`src/rtl/i2c_slave_port.sv`:
```
`timescale 1ns/1ps
`default_nettype none
// ============================================================================
// Module   : i2c_slave_port
// Brief    : Byte-level I2C target, bus bytes <-> CLK-domain byte stream.
//            Define I2C_SLAVE_MSB_FIRST_EN for standard MSB-first bit order.
// Revision : 1.0 - initial release
// ============================================================================
module i2c_slave_port #(
    parameter int                       ADDRESSLENGTH = 7,
    parameter logic [ADDRESSLENGTH-1:0] SLAVE_ADDR    = 7'h2A
) (
    input  logic       CLK,
    input  logic       RST,
    input  logic       scl_i,
    input  logic       sda_i,
    output logic       sda_oe,
    output logic [7:0] wr_data,
    output logic       wr_valid,
    output logic       rd_req,
    input  logic [7:0] rd_data,
    output logic       busy
);

    typedef enum logic [3:0] {
        S_IDLE      = 4'd0,
        S_ADDR      = 4'd1,
        S_RW        = 4'd2,
        S_ADDR_ACK  = 4'd3,
        S_RX_BYTE   = 4'd4,
        S_RX_ACK    = 4'd5,
        S_TX_BYTE   = 4'd6,
        S_TX_ACK    = 4'd7,
        S_WAIT_STOP = 4'd8
    } state_t;

    localparam logic [3:0] c_ADDR_LAST = 4'(ADDRESSLENGTH - 1);

    // [0],[1] synchroniser, [2] history
    logic [2:0] r_scl_sync, r_sda_sync;
    logic       r_scl_rise, r_scl_fall, r_start, r_stop;
    logic       w_scl_rise, w_scl_fall, w_start, w_stop, w_bit;

    state_t                   r_state, w_state;
    logic [3:0]               r_cnt, w_cnt, w_cnt_inc;
    logic [ADDRESSLENGTH-1:0] r_addr, w_addr, w_addr_shift;
    logic [7:0]               r_rx, w_rx, w_rx_shift;
    logic [7:0]               r_tx, w_tx;
    logic [2:0]               w_tx_idx;
    logic                     r_rw, w_rw;
    logic                     r_oe, w_oe;
    logic                     r_ack_on, w_ack_on;
    logic [7:0]               r_wr_data, w_wr_data;
    logic                     r_wr_pend, w_wr_pend, r_wr_valid;
    logic                     r_rd_arm, w_rd_arm, r_rd_req;
    logic                     r_busy, w_busy;

    assign w_scl_rise = r_scl_sync[1] & ~r_scl_sync[2];
    assign w_scl_fall = ~r_scl_sync[1] & r_scl_sync[2];
    assign w_start    = r_scl_sync[1] & r_scl_sync[2] & ~r_sda_sync[1] & r_sda_sync[2];
    assign w_stop     = r_scl_sync[1] & r_scl_sync[2] & r_sda_sync[1] & ~r_sda_sync[2];
    // the history FF holds the level that produced the registered event
    assign w_bit      = r_sda_sync[2];
    assign w_cnt_inc  = (r_cnt == 4'hF) ? r_cnt : r_cnt + 4'd1;

`ifdef I2C_SLAVE_MSB_FIRST_EN
    assign w_addr_shift = {r_addr[ADDRESSLENGTH-2:0], w_bit};
    assign w_rx_shift   = {r_rx[6:0], w_bit};
    assign w_tx_idx     = 3'd7 - r_cnt[2:0];
`else
    assign w_addr_shift = {w_bit, r_addr[ADDRESSLENGTH-1:1]};
    assign w_rx_shift   = {w_bit, r_rx[7:1]};
    assign w_tx_idx     = r_cnt[2:0];
`endif

    always_ff @(posedge CLK) begin
        if (!RST) begin
            r_scl_sync <= 3'b111;
            r_sda_sync <= 3'b111;
            r_scl_rise <= 1'b0;
            r_scl_fall <= 1'b0;
            r_start    <= 1'b0;
            r_stop     <= 1'b0;
            r_state    <= S_IDLE;
            r_cnt      <= 4'd0;
            r_addr     <= '1;
            r_rx       <= 8'hFF;
            r_tx       <= 8'h00;
            r_rw       <= 1'b0;
            r_oe       <= 1'b0;
            r_ack_on   <= 1'b0;
            r_wr_data  <= 8'h00;
            r_wr_pend  <= 1'b0;
            r_wr_valid <= 1'b0;
            r_rd_arm   <= 1'b0;
            r_rd_req   <= 1'b0;
            r_busy     <= 1'b0;
        end else begin
            r_scl_sync <= {r_scl_sync[1:0], scl_i};
            r_sda_sync <= {r_sda_sync[1:0], sda_i};
            r_scl_rise <= w_scl_rise;
            r_scl_fall <= w_scl_fall;
            r_start    <= w_start;
            r_stop     <= w_stop;
            r_state    <= w_state;
            r_cnt      <= w_cnt;
            r_addr     <= w_addr;
            r_rx       <= w_rx;
            r_tx       <= w_tx;
            r_rw       <= w_rw;
            r_oe       <= w_oe;
            r_ack_on   <= w_ack_on;
            r_wr_data  <= w_wr_data;
            r_wr_pend  <= w_wr_pend;
            r_wr_valid <= r_wr_pend;
            r_rd_arm   <= w_rd_arm;
            r_rd_req   <= r_rd_arm;
            r_busy     <= w_busy;
        end
    end

    always_comb begin
        w_state   = r_state;
        w_cnt     = r_cnt;
        w_addr    = r_addr;
        w_rx      = r_rx;
        w_tx      = r_tx;
        w_rw      = r_rw;
        w_oe      = r_oe;
        w_ack_on  = r_ack_on;
        w_wr_data = r_wr_data;
        w_wr_pend = 1'b0;
        w_rd_arm  = 1'b0;
        w_busy    = r_busy;

        // requester presents the byte during the rd_req cycle
        if (r_rd_req) begin
            w_tx = rd_data;
        end

        if (r_stop) begin
            w_state  = S_IDLE;
            w_cnt    = 4'd0;
            w_oe     = 1'b0;
            w_ack_on = 1'b0;
            w_busy   = 1'b0;
        end else if (r_start) begin
            // busy survives a repeated START; the next address phase decides it
            w_state  = S_ADDR;
            w_cnt    = 4'd0;
            w_oe     = 1'b0;
            w_ack_on = 1'b0;
        end else begin
            case (r_state)
                S_ADDR: begin
                    if (r_scl_rise) begin
                        w_addr = w_addr_shift;
                        w_cnt  = w_cnt_inc;
                        if (r_cnt == c_ADDR_LAST) begin
                            w_state = S_RW;
                        end
                    end
                end
                S_RW: begin
                    if (r_scl_rise) begin
                        w_rw  = w_bit;
                        w_cnt = 4'd0;
                        if (r_addr == SLAVE_ADDR) begin
                            w_state = S_ADDR_ACK;
                            w_busy  = 1'b1;
                        end else begin
                            w_state = S_WAIT_STOP;
                            w_busy  = 1'b0;
                        end
                    end
                end
                S_ADDR_ACK: begin
                    if (r_scl_fall) begin
                        if (!r_ack_on) begin
                            w_oe     = 1'b1;
                            w_ack_on = 1'b1;
                            w_rd_arm = r_rw;
                        end else begin
                            w_ack_on = 1'b0;
                            if (r_rw) begin
                                w_oe    = ~r_tx[w_tx_idx];
                                w_cnt   = 4'd1;
                                w_state = S_TX_BYTE;
                            end else begin
                                w_oe    = 1'b0;
                                w_cnt   = 4'd0;
                                w_state = S_RX_BYTE;
                            end
                        end
                    end
                end
                S_RX_BYTE: begin
                    if (r_scl_rise) begin
                        w_rx  = w_rx_shift;
                        w_cnt = w_cnt_inc;
                        if (r_cnt == 4'd7) begin
                            w_wr_data = w_rx_shift;
                            w_wr_pend = 1'b1;
                            w_ack_on  = 1'b0;
                            w_state   = S_RX_ACK;
                        end
                    end
                end
                S_RX_ACK: begin
                    if (r_scl_fall) begin
                        if (!r_ack_on) begin
                            w_oe     = 1'b1;
                            w_ack_on = 1'b1;
                        end else begin
                            w_oe     = 1'b0;
                            w_ack_on = 1'b0;
                            w_cnt    = 4'd0;
                            w_state  = S_RX_BYTE;
                        end
                    end
                end
                S_TX_BYTE: begin
                    if (r_scl_fall) begin
                        if (r_cnt < 4'd8) begin
                            w_oe  = ~r_tx[w_tx_idx];
                            w_cnt = w_cnt_inc;
                        end else begin
                            w_oe    = 1'b0;
                            w_state = S_TX_ACK;
                        end
                    end
                end
                S_TX_ACK: begin
                    if (r_scl_rise) begin
                        if (!w_bit) begin
                            w_rd_arm = 1'b1;
                            w_cnt    = 4'd0;
                            w_state  = S_TX_BYTE;
                        end else begin
                            w_state = S_WAIT_STOP;
                        end
                    end
                end
                default: begin
                end
            endcase
        end
    end

    assign sda_oe   = r_oe;
    assign wr_data  = r_wr_data;
    assign wr_valid = r_wr_valid;
    assign rd_req   = r_rd_req;
    assign busy     = r_busy;

endmodule
`default_nettype wire

```
`config.mk`:
```
export PLATFORM = sky130hd
export DESIGN_NAME = i2c_slave_port
export DESIGN_NICKNAME = d
export VERILOG_FILES = /design/src/rtl/i2c_slave_port.sv
export SDC_FILE = /design/constraint.sdc
export NUM_CORES = 1
export LEC_CHECK = 0
export ABC_AREA = 1
export BUFFER_PORTS_ARGS = -buffer_cell sky130_fd_sc_hd__buf_4
export CORE_MARGIN = 5
export CORE_UTILIZATION = 53
export DETAILED_ROUTE_END_ITERATION = 16
export GPL_ROUTABILITY_DRIVEN = 0
export PLACE_DENSITY = 0.86
export RECOVER_POWER = 50
export SLEW_MARGIN = 10
export SYNTH_ARGS = -nofsm -noshare
export SYNTH_HDL_FRONTEND = slang
export SYNTH_SLANG_ARGS = --single-unit
```
`constraint.sdc`:
```
create_clock -name CLK -period 1.4 [get_ports CLK]
set_input_delay 0.14 -clock CLK [delete_from_list [all_inputs] [get_ports CLK]]
set_output_delay 0.14 -clock CLK [all_outputs]
set_load 0.005 [all_outputs]
```
==> results.ini <==
[power_and_ir_drop]
clkPwrFrac=0.212
net-switching-power_w=0.00163
switching_share=0.381
total_power_w=0.00427
pwr-share-comb=0.371
p_seq_frac=0.417
p_leak_nw=1.62
vdd_drop_max_uv=699
power.density_mw_per_mm2=1240
intPower_w=0.00265

[logic_synthesis]
yosysTopAreaCell=dfxtp_1
synth.top_cells.by_area=dfxtp_1, nand2_1, nand3_1
ys_warn_count=0
syn_nets=393
ys_ff_latch=56
syn_inst=379
synth_top_area_frac=0.431
avgSynthCellArea_sq_um=6.86
ys_types=30
yosysSeqAreaShare=0.431
netlist_area_sq_mm=0.00260

[finish]
fin_util=0.727
insertedDiodeCount=0
nNetsFinal=448
layout.cells.non_filler=502
final_cell_mix=nand2_1, dfxtp_1, inv_1, buf_4, nor2_1
syn2layout_area_growth_pct=33.0
final_common_cell=nand2_1
drive_above_1_share=0.349
nFillCells=358

[outcome]
status=complete, but fails checks
failed_checks=setup timing

[setup_path]
path_delay_family=simple AND/OR/NAND/NOR gates
crit_buf_inv=2
end_kind=register
cp_common_cell=nor2_4
crit_type=reg -> reg
max_stage_delay_ps=390
critPathSlowestCell=dfxtp_4
worst_ep_arrival_time_ps=1770
crit_fanout=7
critPathLaunchType=register
worstPathCellList=inv_4, nor2_4, nand2_2, o21ai_2, nor2_4, buf_4, nand4_1, nand2_1, nor2_2
required_ps=1660

[floorplan]
io_pins=24
fp.dieH_microns=80.0
row_count=25
die_w_microns=80.0
core_sq_mm=0.00475
dieArea_sq_mm=0.00641
start_util=0.547

[clock_network]
cts_buffers=5
cts_tree=yes
cts_sinks=56
h-tree-depth=2
clockRootBuffer=clkbuf_8
cts_hold_buf=0
path_clk_slew_ps=100
worstSkewPairLatency_ps=320
clock_path_buffers=2

[global_routing]
grt_pass1_wl_microns=10900
grt_max_degree=35
grt_usage=0.213
grt-ovfl-total=0
grt_pass1_vias=2543
antenna_found_initial=0

[timing]
post-route-period-util=1.08
rsz0062_at_grt=true
tightest_slew_ps=737
max_freq_mhz=662
finalWorstSetupSlack_ps=-111
maxSlewHeadroom=0.508
period_needed_ps=1510
slew_viol_final=0
hold_viol=0
finClkSkew_ps=10.8
setup_viol=19

[placed_design]
io_buffers=23
dp_cells=489
hpwl_microns=4500
pre_cts_ws_ps=-136

[drt]
vias=2701
avgViaCountPerCell=5.38
drtPass1Iterations=5
first_iter_violations=260
final_antenna_net_count=0
routedWlPerCell_microns=13.8
remaining_drc_errors=0
drt-total-wl_microns=6950

[job]
drv_cap=0

[worst_hold_path]
min-delay-path-class=in -> reg

[layout make-up]
| type | count | area, sq um | area share |
|---|---|---|---|
| flip-flops and latches | 56 | 1140 | 0.329 |
| inverters | 53 | 211 | 0.0611 |
| clock buffers | 5 | 68.8 | 0.0199 |
| multi-input cells | 264 | 1530 | 0.442 |
| clock inverters | 3 | 21.3 | 0.00615 |
| well taps | 67 | 83.8 | 0.0242 |
| repair buffers | 54 | 407 | 0.118 |
[registers in the layout, indices dropped and copies added (netlist names), 3 cells and up]
register	flops
r_tx	8
r_rx	7
wr_data	8
r_scl_sync	3
r_sda_sync	3
r_cnt	4
r_addr	7
r_state	4
[per-layer routing]
layer  share of wire  up-vias  track usage
li1                -     1312            -
met1            0.41     1250        0.250
met2            0.51      117        0.373
met3           0.058       22       0.0440
met4           0.027        0       0.0912
met5               0        -            0
[power groups by stage]
stage | combinational (W) | sequential [W] | clock (W)
after global placement | 0.00116 | 0.00176 | 0
final | 0.00159 | 0.00178 | 0.000906
after global routing | 0.00175 | 0.00179 | 0.000989
after CTS | 0.00130 | 0.00175 | 0.000923
after detailed placement | 0.00119 | 0.00177 | 0
after floorplan | 0.000809 | 0.00176 | 0
[cell usage after synthesis, drive strengths merged]
cell	count
clkbuf	5
nand4	5
nand2	110
xor2	1
nor2	48
o21ai	20
a21oi	20
o21a	1
nor3	7
clkinv	2
buf	2
ha	2
o211ai	3
inv	51
or2	4
a31oi	1
nor4	2
dfxtp	56
nand3	37
a211oi	1
nor3b	1
[metrics by stage]
stage / instance area (sq um) / setup TNS (ps) / hold slack (ps)
finish: 3460 / -1080 / 11.9
CTS: 3200 / -61.6 / 4.32
global placement: 3020 / -359 / 329
floorplan: 2600 / 0 / 247
global route: 3460 / -3010 / 11.1
detailed placement: 3020 / -806 / 331
[path summary, 6_finish.rpt]
path	startpoint	endpoint	slack [ps]	depth (start not counted)
setup / recovery	r_state[2]$_SDFFE_PP0P_	r_cnt[2]$_SDFFE_PP0P_	-110	9
hold / removal	sda_i	r_sda_sync[0]$_SDFF_PN1_	10	2
hold reg to reg	r_scl_sync[0]$_SDFF_PN1_	r_scl_sync[1]$_SDFF_PN1_	410	1
setup reg to reg	r_state[2]$_SDFFE_PP0P_	r_cnt[2]$_SDFFE_PP0P_	-110	9
[what timing repair did]
action	4_1_cts	5_1_grt
cloned	0	1
resized for setup	26	77
setup endpoints to repair	11	27
setup buffers	3	1
pin swaps	5	26
[worst reg2reg max path: cells and delay by family, from the launching register on]
kind            cells  cell delay (ps)
compound gates      1              180
flops               1              390
simple gates        6              690
buf+inv             2              180
[kinds of logic (layout without fill, tap and decap cells)]
family,after synthesis,in the layout,share of synthesized area
AOI/OAI and AO/OA,46,46,0.0958
xor gates and xnor gates,1,1,0.00337
adders and majority gates,2,2,0.00962
buffers and inverters,60,115,0.0910
DFF,56,56,0.431
and+or+nand+nor,214,215,0.369
No activity file was read; power rests on OpenSTA's default activity.
